File: src/rtl/regfile_scoreboard.sv
// regfile_scoreboard: parametrised register file for the pipelined LEGv8 core.
// It has NREAD combinational read ports with write-to-read bypass, one write
// port and a hard-wired zero register. A per-register pending-write counter
// lets decode detect RAW hazards on the operands it actually consumes.
//
// Ports:
//   Clk, Resetb        clock, asynchronous active-low reset
//   RA, RdUse          packed read addresses, per-port operand-consumed flags
//   Bus                packed read data (combinational)
//   RW, BusW, RegWr    writeback address, data, enable
//   IssueVld, IssueRd  destination reservation from decode
//   Flush              discard all pending reservations
//   Stall              RAW hazard on some used read port (combinational)
//   IssueFull          reservation for IssueRd cannot be recorded (combinational)
module regfile_scoreboard #(
    parameter int unsigned DATA_W   = 64,
    parameter int unsigned ADDR_W   = 5,
    parameter int unsigned NREAD    = 2,
    parameter int unsigned ZERO_REG = 31,
    parameter int unsigned CNT_W    = 2
) (
    input  logic                    Clk,
    input  logic                    Resetb,
    input  logic [NREAD*ADDR_W-1:0] RA,
    input  logic [NREAD-1:0]        RdUse,
    output logic [NREAD*DATA_W-1:0] Bus,
    input  logic [ADDR_W-1:0]       RW,
    input  logic [DATA_W-1:0]       BusW,
    input  logic                    RegWr,
    input  logic                    IssueVld,
    input  logic [ADDR_W-1:0]       IssueRd,
    input  logic                    Flush,
    output logic                    Stall,
    output logic                    IssueFull
);

    localparam int unsigned       DEPTH   = 2**ADDR_W;
    localparam logic [ADDR_W-1:0] ZERO_A  = ADDR_W'(ZERO_REG);
    localparam logic [CNT_W-1:0]  CNT_MAX = {CNT_W{1'b1}};
    localparam logic [CNT_W-1:0]  CNT_ONE = CNT_W'(1);

    logic [DATA_W-1:0] r_regs [DEPTH];
    logic [CNT_W-1:0]  r_pend [DEPTH];

    logic             w_wr_en;
    logic             w_issue_req;
    logic             w_inc;
    logic             w_dec;
    logic [NREAD-1:0] w_hazard;

    // Writes and reservations never target the zero register, so its
    // counter stays at its reset value of 0.
    assign w_wr_en     = RegWr && (RW != ZERO_A);
    assign w_issue_req = IssueVld && (IssueRd != ZERO_A);
    assign IssueFull   = w_issue_req && (r_pend[IssueRd] == CNT_MAX);
    assign w_inc       = w_issue_req && !IssueFull && !Flush;
    assign w_dec       = w_wr_en && (r_pend[RW] != '0);

    // Register array and scoreboard counters
    always_ff @(posedge Clk or negedge Resetb) begin
        if (!Resetb) begin
            r_regs <= '{default: '0};
            r_pend <= '{default: '0};
        end else begin
            if (w_wr_en) begin
                r_regs[RW] <= BusW;
            end
            if (Flush) begin
                r_pend <= '{default: '0};
            end else if (!(w_inc && w_dec && (IssueRd == RW))) begin
                // Increment and decrement of different registers both apply.
                if (w_inc) begin
                    r_pend[IssueRd] <= r_pend[IssueRd] + CNT_ONE;
                end
                if (w_dec) begin
                    r_pend[RW] <= r_pend[RW] - CNT_ONE;
                end
            end
        end
    end

    // Per-port read mux and hazard detect
    for (genvar g = 0; g < NREAD; g++) begin : g_rd
        logic [ADDR_W-1:0] w_ra;
        logic [CNT_W-1:0]  w_pend;
        logic              w_byp;

        assign w_ra   = RA[g*ADDR_W +: ADDR_W];
        assign w_byp  = RegWr && (RW == w_ra);
        assign w_pend = (w_ra == ZERO_A) ? '0 : r_pend[w_ra];

        assign Bus[g*DATA_W +: DATA_W] = (w_ra == ZERO_A) ? '0 :
                                         w_byp            ? BusW :
                                                            r_regs[w_ra];

        // The last outstanding write landing now is covered by the bypass.
        assign w_hazard[g] = RdUse[g] && (w_ra != ZERO_A) && (w_pend != '0) &&
                             !(w_byp && (w_pend == CNT_ONE));
    end

    assign Stall = |w_hazard;

endmodule

File: config.mk
export PLATFORM = sky130hd
export DESIGN_NAME = regfile_scoreboard
export DESIGN_NICKNAME = d
export VERILOG_FILES = /design/src/rtl/regfile_scoreboard.sv
export SDC_FILE = /design/constraint.sdc
export NUM_CORES = 2
export LEC_CHECK = 0
export BUFFER_PORTS_ARGS = -buffer_cell sky130_fd_sc_hd__buf_2
export CAP_MARGIN = 20
export CORE_MARGIN = 2
export CORE_UTILIZATION = 55
export CTS_BUF_LIST = sky130_fd_sc_hd__clkbuf_8
export CTS_CLUSTER_SIZE = 8
export DETAILED_ROUTE_END_ITERATION = 6
export GPL_ROUTABILITY_DRIVEN = 0
export PLACE_DENSITY = 0.71
export SLEW_MARGIN = 0
export SYNTH_ARGS = -nofsm -noshare
export SYNTH_HDL_FRONTEND = slang
export SYNTH_SLANG_ARGS = --single-unit
File: constraint.sdc
create_clock -name Clk -period 4.6 [get_ports Clk]
set_input_delay 0.46 -clock Clk [delete_from_list [all_inputs] [get_ports Clk]]
set_output_delay 0.46 -clock Clk [all_outputs]
set_load 0.1 [all_outputs]
==> flow_summary.json <==
{
  "dr.first_iter.drc_count": 9410,
  "die_area_um2": 212000,
  "fin_crit_sh": 0.869,
  "worstMarginPinSlew_ps": 1130,
  "ys_seq_area_frac": 0.461,
  "die_y_um": 460,
  "synth-edff-count": 0,
  "whs_ps": 105,
  "hold_class": "input pin to async pin",
  "cts_buffer_depth": 4,
  "setup_tns_ps": 0,
  "p_per_area_nw_per_um2": 427,
  "syn-num-nets": 7962,
  "finalMaxSlewViolations": 0,
  "ys_ff_latch": 2112,
  "yosys_warnings": 0,
  "cp.required_ps": 4140,
  "wl_mm": 359,
  "root_buffer": "clkbuf_8",
  "status": "completed",
  "synthFlopType": "dfrtp_1",
  "max_freq_mhz": 250,
  "setup_viol": 0,
  "dp_cells": 10249,
  "grt_pass1_vias": 79808,
  "synth_area_leaders": "dfrtp_1 (46%), mux4_2 (23%), mux2_2 (14%), mux2_1 (3.9%), nand2_1 (2.2%)",
  "crit_fanout": 6,
  "final_nets": 7997,
  "reg2reg_depth": 13,
  "core_area_um2": 207000,
  "ys_types": 73,
  "cts.sinks": 2112,
  "start_util": 0.553,
  "post-synth-top-area-cell": "dfrtp_1",
  "std_cell_rows": 167,
  "layout_common_cells": "dfrtp_1 (2112), mux2_2 (1420), mux4_2 (1195)",
  "vias_per_cell": 7.03,
  "pin_count": 221,
  "start_kind": "register",
  "cts.clk_slew.worst_paths_ps": 60,
  "async_flop_share": 1.00,
  "grt_util_all_layers": 0.343,
  "wl_per_cell_um": 32.7,
  "area_growth_pct": 12.1,
  "avgSynthCellArea_um2": 14.6,
  "finalCriticalPeriod_ps": 4000,
  "antenna_found_initial": 14,
  "p_leak_nw": 56.3,
  "critical_path_class": "register to output pin",
  "yosysTopAreaCellShare": 0.461,
  "critical_path_arrival_ps": 3540,
  "cts_resized": 0,
  "grt_pass1_wl_mm": 536,
  "mostFrequentLayoutCell": "dfrtp_1",
  "skew_ps": 38.0,
  "grt-ovfl-total": 0,
  "nFillCells": 15133,
  "clk_latency_ps": 1100,
  "vias": 77141,
  "slew_headroom": 0.247,
  "grt_setup_unrepaired": "false",
  "layout-drive-gt1-share": 0.453,
  "numCtsBuffers": 375,
  "port_buffers": 220,
  "fin_cells": 10974,
  "cts_tree": "built",
  "die_width_um": 460,
  "drv_cap": 0,
  "drc": 0,
  "ctsHtreeMaxLevel": 5,
  "regArea_um2": 52900,
  "place_hpwl_mm": 208,
  "synth_area_um2": 115000,
  "hold_viol": 0,
  "first_pass_iters": 6,
  "multi_input_area_um2": 57800,
  "ant_nets": 0,
  "grt_max_degree": 139,
  "irDropWorstVdd_uv": 399,
  "cp-end-kind": "output pin",
  "syn_inst": 7869
}
[routing by layer]
metal  vias to the layer above  wire, µm  GRT usage
li1                      30285         -          -
met3                      1140     38100     0.0840
met4                        10     17100      0.151
met2                      4698    167000      0.530
met1                     41008    137000      0.466
met5                         -        71          0
[layout make-up]
cell class	count	area share
Clock buffer	487	0.0522
Clock inverter	163	0.00635
Timing Repair Buffer	571	0.0531
Sequential cell	2112	0.411
Tap cell	2788	0.0271
Multi-Input combinational cell	4837	0.450
Antenna cell	9	0.000175
Inverter	7	0.000204
[final timing paths]
kind	from	to	slack, ps
setup / recovery	r_pend[2]	IssueFull	600
hold / removal	Resetb	r_pend[56]	100
hold reg to reg	r_regs[29]	r_regs[29]	390
setup reg to reg	r_pend[2]	r_pend[30]	760
max in group asynchronous	Resetb	r_regs[196]	3020
min in group Clk	IssueVld	r_pend[6]	110
[cell usage after synthesis (25+ instances only)]
master,number
mux4_2,1195
nand2b_1,132
clkbuf_1,491
mux2_1,401
nor2_1,194
buf_4,47
o21ai_0,33
nand2_1,682
nand3_1,27
buf_6,36
a32o_1,127
nor3_1,25
mux2_2,1420
o21ai_1,29
o22ai_1,260
mux2i_1,59
dfrtp_1,2112
buf_2,277
buf_1,62
[kinds of logic (layout without fill, tap and decap cells)]
| family | after synthesis | count (layout) | synth area share |
|---|---|---|---|
| flops | 2112 | 2112 | 0.461 |
| simple gates | 1169 | 1169 | 0.0452 |
| compound gates | 576 | 576 | 0.0363 |
| fa+ha+maj | 2 | 2 | 0.000218 |
| buf+inv | 920 | 1228 | 0.0371 |
| mux | 3075 | 3075 | 0.419 |
| other cells | 0 | 9 | 0 |
| xor+xnor | 15 | 15 | 0.00115 |
[per-stage QoR]
step	instance area [µm²]	worst slack (ps)	utilization	power, W
3_3_place_gp	120000	388	0.581	0.0366
6_report	129000	603	0.621	0.0549
3_5_place_dp	120000	320	0.581	0.0373
4_1_cts	128000	597	0.621	0.0550
5_1_grt	129000	411	0.621	0.0571
2_1_floorplan	115000	24.8	-	0.0337
[power breakdown]
group,internal (W),switching (W)
clock,0.00969,0.00795
combinational,0.00706,0.00571
sequential,0.0220,0.00247
total,0.0388,0.0161
[state kept, by name (all words and copies together), names as in the netlist]
signal,cells
r_pend,64
r_regs,2048
[worst max-delay path: stages, from the launching register on]
cell and delay [ps]:
dfrtp_1 500, mux2i_1 200, o22ai_1 140, o21ai_1 330, nand2_1 190, or3_1 400
ha_1 240, nand2_1 90, a31oi_1 40, buf_2 320
[timing repair]
action                                   CTS  global route
hold endpoints to repair                1503             0
hold buffers                              66             0
endpoints found under the setup margin     0             0
setup buffers                              0             0
Note: power is estimated with default switching activity, not from simulation.
